`config.mk`:
```
export PLATFORM = sky130hd
export DESIGN_NAME = branch_resolve_unit
export DESIGN_NICKNAME = d
export VERILOG_FILES = /design/src/rtl/branch_pkg.sv /design/src/rtl/return_addr_stack.sv /design/src/rtl/branch_resolve_unit.sv
export SDC_FILE = /design/constraint.sdc
export NUM_CORES = 1
export LEC_CHECK = 0
export CAP_MARGIN = 20
export CORE_ASPECT_RATIO = 0.9
export CORE_MARGIN = 5
export CORE_UTILIZATION = 40
export DETAILED_ROUTE_END_ITERATION = 16
export SETUP_SLACK_MARGIN = 0.15
export SLEW_MARGIN = 25
export SYNTH_ARGS = -nofsm -noshare
export SYNTH_HDL_FRONTEND = slang
export SYNTH_HIERARCHICAL = 1
export SYNTH_SLANG_ARGS = --single-unit
```
`constraint.sdc`:
```
create_clock -name clk -period 7.8 [get_ports clk]
set_input_delay 1.56 -clock clk [delete_from_list [all_inputs] [get_ports clk]]
set_output_delay 1.56 -clock clk [all_outputs]
set_load 0.02 [all_outputs]
```
`src/rtl/branch_pkg.sv`:
```
// ----------------------------------------------------------------------------
// branch_pkg
// Shared definitions for the branch resolution logic: branch op-code
// constants, the resolver FSM state type and the flag-condition evaluator.
// cond_taken is kept here so a future predictor can reuse the same rules.
// ----------------------------------------------------------------------------
package branch_pkg;

    localparam logic [3:0] OpZero       = 4'd0;
    localparam logic [3:0] OpNotZero    = 4'd1;
    localparam logic [3:0] OpEqual      = 4'd2;
    localparam logic [3:0] OpNotEqual   = 4'd3;
    localparam logic [3:0] OpGreater    = 4'd4;
    localparam logic [3:0] OpLess       = 4'd5;
    localparam logic [3:0] OpGreatEqual = 4'd6;
    localparam logic [3:0] OpLessEqual  = 4'd7;
    localparam logic [3:0] OpCarry      = 4'd8;
    localparam logic [3:0] OpNotCarry   = 4'd9;
    localparam logic [3:0] OpUncond     = 4'd10;
    localparam logic [3:0] OpCall       = 4'd11;
    localparam logic [3:0] OpRet        = 4'd12;
    localparam logic [3:0] OpRsvd13     = 4'd13;
    localparam logic [3:0] OpRsvd14     = 4'd14;
    localparam logic [3:0] OpRsvd15     = 4'd15;

    typedef enum logic [0:0] {
        StIdle,
        StFlush
    } brs_state_e;

    // Flag-only decision. CALL/RET and reserved codes return 0 here; the
    // caller handles CALL/RET since they depend on stack state, not flags.
    function automatic logic cond_taken(input logic [3:0] op, input logic c,
                                        input logic s, input logic z);
        logic taken;
        taken = 1'b0;
        case (op)
            OpZero, OpEqual:       taken = z;
            OpNotZero, OpNotEqual: taken = ~z;
            OpGreater:             taken = ~s & ~z;
            OpLess:                taken = s & ~z;
            OpGreatEqual:          taken = ~s | z;
            OpLessEqual:           taken = s | z;
            OpCarry:               taken = c;
            OpNotCarry:            taken = ~c;
            OpUncond:              taken = 1'b1;
            default:               taken = 1'b0;
        endcase
        return taken;
    endfunction

endpackage

```
`src/rtl/return_addr_stack.sv`:
```
// ----------------------------------------------------------------------------
// return_addr_stack
// Circular return-address stack with a saturating occupancy count. A push
// when full overwrites the oldest entry (the write pointer simply wraps onto
// it) and the count stays at RAS_DEPTH. A pop when empty is ignored.
// Ports:
//   clk, rst   clock, synchronous active-high reset
//   push       write push_addr at the top
//   pop        discard the top entry
//   push_addr  address to push
//   top_addr   current top entry (meaningful when !empty)
//   empty      no entries
//   full       RAS_DEPTH entries
// ----------------------------------------------------------------------------
module return_addr_stack
    import branch_pkg::*;
#(
    parameter int unsigned ADDR_W    = 32,
    parameter int unsigned RAS_DEPTH = 4
) (
    input  logic              clk,
    input  logic              rst,
    input  logic              push,
    input  logic              pop,
    input  logic [ADDR_W-1:0] push_addr,
    output logic [ADDR_W-1:0] top_addr,
    output logic              empty,
    output logic              full
);

    localparam int unsigned PtrW = (RAS_DEPTH > 1) ? $clog2(RAS_DEPTH) : 1;
    localparam int unsigned CntW = $clog2(RAS_DEPTH + 1);

    logic [ADDR_W-1:0] r_mem [RAS_DEPTH];
    logic [PtrW-1:0]   r_ptr;     // next slot to write
    logic [CntW-1:0]   r_cnt;
    logic [PtrW-1:0]   w_top_idx;

    assign w_top_idx = r_ptr - 1'b1;
    assign top_addr  = r_mem[w_top_idx];
    assign empty     = (r_cnt == '0);
    assign full      = (r_cnt == CntW'(RAS_DEPTH));

    always_ff @(posedge clk) begin
        if (push) begin
            r_mem[r_ptr] <= push_addr;
        end
    end

    always_ff @(posedge clk) begin
        if (rst) begin
            r_ptr <= '0;
            r_cnt <= '0;
        end else if (push) begin
            r_ptr <= r_ptr + 1'b1;
            if (!full) begin
                r_cnt <= r_cnt + 1'b1;
            end
        end else if (pop && !empty) begin
            r_ptr <= r_ptr - 1'b1;
            r_cnt <= r_cnt - 1'b1;
        end
    end

endmodule

```
`src/rtl/branch_resolve_unit.sv`:
```
// ----------------------------------------------------------------------------
// branch_resolve_unit
// Latches ALU flags and resolves conditional, unconditional, CALL and RET
// branches. A taken branch produces a one-cycle registered redirect with its
// target, then flush is held for FLUSH_CYCLES unstalled cycles.
// Ports:
//   clk, rst                   clock, synchronous active-high reset
//   flags_we, carry/sign/zero  flag register load (bypassed to the decision)
//   br_valid, br_op            branch present and its op code
//   br_target                  taken target for jumps and CALL
//   pc_next                    return address pushed by CALL
//   stall                      freezes acceptance and the flush counter
//   redirect, redirect_pc      one-cycle redirect pulse and target
//   flush                      squash younger instructions
//   ras_overflow/underflow     one-cycle stack error pulses
// ----------------------------------------------------------------------------
module branch_resolve_unit
    import branch_pkg::*;
#(
    parameter int unsigned ADDR_W       = 32,
    parameter int unsigned RAS_DEPTH    = 4,
    parameter int unsigned FLUSH_CYCLES = 2
) (
    input  logic              clk,
    input  logic              rst,
    input  logic              flags_we,
    input  logic              carry,
    input  logic              sign,
    input  logic              zero,
    input  logic              br_valid,
    input  logic [3:0]        br_op,
    input  logic [ADDR_W-1:0] br_target,
    input  logic [ADDR_W-1:0] pc_next,
    input  logic              stall,
    output logic              redirect,
    output logic [ADDR_W-1:0] redirect_pc,
    output logic              flush,
    output logic              ras_overflow,
    output logic              ras_underflow
);

    localparam int unsigned CntW = $clog2(FLUSH_CYCLES + 1);

    logic              r_c, r_s, r_z;
    logic              w_c, w_s, w_z;
    brs_state_e        r_state, w_state_nxt;
    logic [CntW-1:0]   r_cnt, w_cnt_nxt;
    logic              r_redirect;
    logic [ADDR_W-1:0] r_redirect_pc;
    logic              r_ovf, r_unf;

    logic              w_accept, w_is_call, w_is_ret, w_taken, w_fire;
    logic [ADDR_W-1:0] w_target;
    logic              w_push, w_pop;
    logic [ADDR_W-1:0] w_ras_top;
    logic              w_ras_empty, w_ras_full;

    // Same-cycle flag write is bypassed so a compare+branch pair resolves
    // without a bubble.
    assign w_c = flags_we ? carry : r_c;
    assign w_s = flags_we ? sign  : r_s;
    assign w_z = flags_we ? zero  : r_z;

    // Anything arriving during FLUSH is being squashed, so it is ignored.
    assign w_accept  = br_valid && !stall && (r_state == StIdle);
    assign w_is_call = (br_op == OpCall);
    assign w_is_ret  = (br_op == OpRet);

    always_comb begin
        w_taken  = 1'b0;
        w_target = br_target;
        if (w_is_call) begin
            w_taken = 1'b1;
        end else if (w_is_ret) begin
            // RET on an empty stack has nowhere to go: not taken.
            w_taken  = !w_ras_empty;
            w_target = w_ras_top;
        end else begin
            w_taken = cond_taken(br_op, w_c, w_s, w_z);
        end
    end

    assign w_fire = w_accept && w_taken;
    assign w_push = w_accept && w_is_call;
    assign w_pop  = w_accept && w_is_ret && !w_ras_empty;

    return_addr_stack #(
        .ADDR_W    (ADDR_W),
        .RAS_DEPTH (RAS_DEPTH)
    ) u_ras (
        .clk       (clk),
        .rst       (rst),
        .push      (w_push),
        .pop       (w_pop),
        .push_addr (pc_next),
        .top_addr  (w_ras_top),
        .empty     (w_ras_empty),
        .full      (w_ras_full)
    );

    // Flag register: honoured regardless of stall or FSM state.
    always_ff @(posedge clk) begin
        if (rst) begin
            r_c <= 1'b0;
            r_s <= 1'b0;
            r_z <= 1'b0;
        end else if (flags_we) begin
            r_c <= carry;
            r_s <= sign;
            r_z <= zero;
        end
    end

    // FSM state register.
    always_ff @(posedge clk) begin
        if (rst) begin
            r_state <= StIdle;
            r_cnt   <= '0;
        end else begin
            r_state <= w_state_nxt;
            r_cnt   <= w_cnt_nxt;
        end
    end

    // FSM next state: the counter holds the remaining flush cycles, counting
    // the current one, and freezes while stalled.
    always_comb begin
        w_state_nxt = r_state;
        w_cnt_nxt   = r_cnt;
        unique case (r_state)
            StIdle: begin
                if (w_fire) begin
                    w_state_nxt = StFlush;
                    w_cnt_nxt   = CntW'(FLUSH_CYCLES);
                end
            end
            StFlush: begin
                if (!stall) begin
                    if (r_cnt == CntW'(1)) begin
                        w_state_nxt = StIdle;
                        w_cnt_nxt   = '0;
                    end else begin
                        w_cnt_nxt = r_cnt - 1'b1;
                    end
                end
            end
            default: begin
                w_state_nxt = StIdle;
                w_cnt_nxt   = '0;
            end
        endcase
    end

    // Output registers.
    always_ff @(posedge clk) begin
        if (rst) begin
            r_redirect    <= 1'b0;
            r_redirect_pc <= '0;
            r_ovf         <= 1'b0;
            r_unf         <= 1'b0;
        end else begin
            r_redirect <= w_fire;
            if (w_fire) begin
                r_redirect_pc <= w_target;
            end
            r_ovf <= w_accept && w_is_call && w_ras_full;
            r_unf <= w_accept && w_is_ret && w_ras_empty;
        end
    end

    assign redirect      = r_redirect;
    assign redirect_pc   = r_redirect_pc;
    assign flush         = (r_state == StFlush);
    assign ras_overflow  = r_ovf;
    assign ras_underflow = r_unf;

endmodule

```
## Yosys cells after proc, flatten, opt, wreduce, memory -nomap -nowiden

Memories as Yosys holds them, arrays and structs flattened.
Cells that the tools add are included.

| operators by class | value |
|---|---|
| mux-type cells | 23 |
| $lt $le $gt $ge | 0 |
| $mul | 0 |
| shift operators | 0 |
| equality and inequality tests | 17 |
| $add $sub $neg | 5 |
| bitwise operators | 8 |
| reductions and logical operators | 18 |
| div/mod/pow operators | 0 |

Operators with widths:

| operator | count |
|---|---|
| $mux 32 | 2 |
| $eq 4x4->1 const B | 5 |
| $eq 4x3->1 const B | 4 |
| $mux 1 | 10 |
| $mux 2 | 5 |
| $logic_and 1x1->1 | 9 |
| $mux 3 | 3 |
| $pmux 1 s9 | 1 |
| $eq 4x2->1 const B | 2 |
| $ne 2x2->1 const B | 3 |
| $eq 4x1->1 const B | 1 |
| $logic_not 4->1 | 1 |
| $not 1->1 | 4 |
| $pmux 2 s2 | 1 |
| $reduce_and 2->1 | 2 |
| $reduce_or 2->1 | 2 |
| $sub 2x1->2 const B | 2 |
| $add 3x1->3 const B | 1 |
| $eq 3x3->1 const B | 1 |
| $logic_not 3->1 | 1 |
| $sub 3x1->3 const B | 1 |
| $add 2x1->2 const B | 1 |
| $and 1x1->1 | 2 |
| $eq 2x1->1 const B | 1 |
| 4 further kinds | 6 |

| word-level totals | value |
|---|---|
| output and inout bits | 36 |
| bits in latches | 0 |
| memories | 1 |
| memory bits (writable) | 128 |
| memory bits (read-only) | 0 |
| register bits after elaboration | 46 |
| logic and storage cells | 83 |

Memory list:

| name | words | bits a word | rd ports | clocked after Yosys merged registers in | write ports | RTL line | RTL |
|---|---|---|---|---|---|---|---|
| u_ras.r_mem | 4 | 32 | 1 | 0 | 1 | return_addr_stack.sv:34 | `logic [ADDR_W-1:0] r_mem [RAS_DEPTH];` |

## Longest topological paths before layout

| logic depth | value |
|---|---|
| depth after elaboration | 9 |
| mapped depth | 10 |
| mapped depth without buffers | 7 |

## Hierarchy

Netlist, hierarchy kept.

By module, submodules not included:

| module | sequential area each (sq um) | cells an instance | instances | area an instance (sq um) |
|---|---|---|---|---|
| return_addr_stack | 3,943.8 | 213 | 1 | 4,996.0 |
| branch_resolve_unit | 820.8 | 231 | 1 | 2,324.7 |

## Worst setup path after synthesis

No wires, ideal clock.

| path | value |
|---|---|
| path kind | input port to flip-flop |
| start point | input port stall |
| end point | register u_ras.r_cnt[2] |
| path buffers | 1 |
| arrival | 3.502 ns |
| path slack | 4.203 ns |
| stages on the path | 8 |
| setup time | 0.095 ns |
| cell sequence | nor3b_1 > and4_1 > buf_6 > inv_1 > fa_1 > or3b_1 > or4_1 > o311ai_1 |

RTL lines:

| item | RTL line | RTL |
|---|---|---|
| from (decl) | branch_resolve_unit.sv:34 | `input logic stall,` |
| $logic_not 1->1 * | -- |  |
| $logic_and 1x1->1 * (2 in series) | branch_resolve_unit.sv:65 | `assign w_accept = br_valid && !stall && (r_state == StIdle);` |
| $logic_and 1x1->1 * | branch_resolve_unit.sv:84 | `assign w_push = w_accept && w_is_call;` |
| net w_push | branch_resolve_unit.sv:54 | `logic w_push, w_pop;` |
| $ne 2x2->1 (no source line) or $reduce_bool 2->1 (tied branches) | -- |  |
| $reduce_and 2->1 (no source line) | -- |  |
| to (signal assigned) | return_addr_stack.sv:57 | `r_cnt <= r_cnt + 1'b1;` |
| to (signal assigned) | return_addr_stack.sv:61 | `r_cnt <= r_cnt - 1'b1;` |
| to (decl) | return_addr_stack.sv:36 | `logic [CntW-1:0] r_cnt;` |

Mark *: on every way through the listed nets, which the timed path passes. The rest lies on a longest branch.
A chain may end at the register's enable or synchronous reset.

## Final worst setup path

| path | value |
|---|---|
| start point | input port br_op[0] |
| end point | register r_redirect_pc[27] (netlist: redirect_pc[27]) |

| on the way | value |
|---|---|
| cells in the longest elaborated chain, start to end | 6 |

RTL lines:

| item | RTL line | RTL |
|---|---|---|
| from (decl) | branch_resolve_unit.sv:31 | `input logic [3:0] br_op,` |
| $eq 4x1->1 (tied with other cells) | branch_pkg.sv:37 | `case (op)` |
| $reduce_or 2->1 | branch_pkg.sv:37 |  |
| $pmux 1 s9 | branch_pkg.sv:37 |  |
| $mux 1 | branch_resolve_unit.sv:74 | `end else if (w_is_ret) begin` |
| $mux 1 | branch_resolve_unit.sv:72 | `if (w_is_call) begin` |
| $logic_and 1x1->1 | branch_resolve_unit.sv:83 | `assign w_fire = w_accept && w_taken;` |
| to (signal assigned) | branch_resolve_unit.sv:164 | `r_redirect_pc <= w_target;` |
| to (decl) | branch_resolve_unit.sv:49 | `logic [ADDR_W-1:0] r_redirect_pc;` |

Several ways; a longest one is shown, not always the timed one.

==> metrics.txt <==
DP Area=between 8000 and 9000 um2; fillers=roughly 1,500; Ys Warns=6; Met1 Wirelength=about 6.6 mm; post-CTS setup buffers=0; Final Util=50.6%; crit path launch=br_op[0]; Sw Share=around 20%; # DRC=0; Worst Path Arrival=4.57 ns; first-pass GRT wire length=23.7 mm; VDD IR max=approximately 0.16 mV; Power Internal=roughly 1600 uW; Routed WL=around 15 mm; CP Launch Type=input port; Yosys top cell by area=edfxtp_1; Comb power frac=around 6.5%; Root Driver=clkbuf_16; I/O Pins=roughly 110; critical path class=input port to flop; Buffers on Ports=roughly 110; clk_lat worst skew=0.42 ns; CP Data Required Time=8.10 ns; synth cell count leaders=128 x edfxtp_1, 46 x dfxtp_1, 42 x nor2_1; Clock Skew=~0.0085 ns; CTS tree=built; RSZ-0062 raised after global routing=false; vias in the first global route=between 4,000 and 5,000; relative slew slack=34.5%; Synth cell types=45; Slew @ Worst Pin=just under 1 ns; pwr dens=roughly 220 nW/um2; Reg power frac=roughly half; status=complete, no violations; syn avg cell area=16.5 um2; CP Max Fanout=34; vias per inst=around 5.0; Tot GR Track Use=approximately 15%; 1st-pass router iterations=4; leak pwr=~0.0031 uW; TritonCTS buffer count=17; min-delay worst type=flop to flop; Register-to-Register Path Depth=7; CTS max path bufs=2; clk slew on worst S/H paths=about 0.060 ns; max-cap check violation count=0; Die Width=153 um; maximum number of pins on one net before global-route repair=82; post-cts repair resize count=0; Setup Total Neg Slack=0 ns; core footprint=around 18,000 um2; Clk pwr share=between 40 and 50%; Chip Height=approximately 140 um; antenna violations before repair=0; post-synthesis net count=526; Nets=roughly 630; reg-to-reg slack, setup=roughly 5 ns; DR top layer=met4; Post-Synthesis Cells=between 400 and 500; GP Congestion=between 0.7 and 0.8; Area Growth Syn to Fin=25.7%; Psw=approximately 400 uW; post-route ant nets=0; Synth top area share=a little over half; Critical Path End Type=flop; r2r endpoint=u_ras/r_cnt[2]; die area=between 20,000 and 25,000 um2; cell area after layout=9200 um2; CTS Hold Bufs=0; Setup crit end=redirect_pc[27]; Period minus WS final=around 4.3 ns; largest cells by area after synthesis=edfxtp_1 53%, dfxtp_1 13%, mux4_2 9.8%; # diodes=0; Yosys reg bits=about 170; most common cell in the netlist=edfxtp_1; met3 routed WL=609 um; DP HPWL=about 9 mm; routed wl met2=~7.6 mm; layout cells sized above 1=about a fifth; Top FF cell, synth=edfxtp_1; Tcrit/Tclk final=54.7%; Post-synth EDFFs=about 130; H-tree levels=4; Rows=47; Initial Util=roughly two fifths; Detailed Route Iter0 Violations=approximately 240; setup violators final=0; Vias=4,004; Cell Area, Synth=~7300 um2; DR WL/cell=between 15 and 20 um; FMAX=around 0.23 GHz; Seq/Total Area, Yosys=between 60% and 70%; Post-synth ARST share=0%; FF-to-FF Start=flush; Slew Viols, Final=0; Hold Vio Cnt, Final=0; grt ovf=0; Clock Sinks=174
cell families after synthesis:
family | synth area share (%)
DFF | 65.1
and+or+nand+nor | 7.50
muxes | 21.0
buffers and inverters | 2.96
AOI/OAI and AO/OA | 1.71
adders and majority gates | 1.13
xor gates and xnor gates | 0.598
stage by stage:
stage / setup slack, ns / cells / hold WS, ns / power, uW
after global placement: 3.10 / 776 / 0.462 / 1150
after global routing: 3.38 / 808 / 0.527 / 2070
final: 3.53 / 808 / 0.489 / 2000
after CTS: 3.50 / 808 / 0.479 / 2020
after detailed placement: 3.05 / 776 / 0.471 / 1160
after floorplan: 4.20 / 444 / 0.451 / 1090
metal layers:
| layer | track usage, % | up-vias |
|---|---|---|
| li1 | - | 1888 |
| met1 | 17.9 | 2013 |
| met2 | 24.8 | 84 |
| met3 | 3.78 | 19 |
| met4 | 5.25 | 0 |
| met5 | 0 | - |
cells in the final DEF (no fill, tap or decap), drive strengths merged, types with 4 or more instances in the layout:
master and instances:
and2 5, buf 5, clkbuf 21, clkdlybuf4s50 110
clkinv 7, dfxtp 46, edfxtp 128, ha 5
inv 10, mux2 32, mux2i 36, mux4 32
nand2 4, nor2 42, nor2b 34, nor3 5
cell type report:
class | count | area, um2 | area share (%)
inverter | 10 | 37.5 | 0.408
clock inverter | 11 | 139 | 1.51
tap | 245 | 307 | 3.33
multi-input combinational | 232 | 2350 | 25.5
clock buffer | 21 | 470 | 5.11
timing repair buffer | 115 | 1140 | 12.3
sequential | 174 | 4770 | 51.8
critical path: stages:
cell and delay [ns]:
clkdlybuf4s50_1 0.63, and4bb_2 0.28, buf_4 0.32, o2bb2ai_1 0.21, a41oi_1 0.17, a31o_2 0.56
buf_4 0.48, mux2_4 0.34
flip-flops by register name, summed over array words and instances (netlist names):
name and count:
redirect 1, flush 1, r_s 1, u_ras/r_ptr 2
ras_underflow 1, r_cnt 2, redirect_pc 32, r_c 1
r_z 1, u_ras/r_cnt 3, ras_overflow 1, u_ras/r_mem 128
power groups by stage:
| stage | logic [uW] | registers [uW] | clock network (uW) |
|---|---|---|---|
| floorplan | 54.4 | 1030 | 0 |
| global placement | 128 | 1030 | 0 |
| detailed placement | 131 | 1030 | 0 |
| CTS | 132 | 1010 | 884 |
| global route | 140 | 1010 | 929 |
| finish | 130 | 1010 | 865 |
how the worst min path moves through the flow:
| stage | slack (ns) | cells after the start | startpoint | to |
|---|---|---|---|---|
| global route | 0.53 | 2 | r_cnt[1] | r_cnt[1] |
| finish | 0.49 | 2 | r_cnt[1] | r_cnt[1] |
| CTS | 0.48 | 2 | r_cnt[1] | r_cnt[1] |
| detailed placement | 0.47 | 2 | r_cnt[1] | r_cnt[1] |
| global placement | 0.46 | 2 | r_cnt[1] | r_cnt[1] |
| floorplan | 0.45 | 2 | r_cnt[1] | r_cnt[1] |
Note: power is estimated with default switching activity, not from simulation.
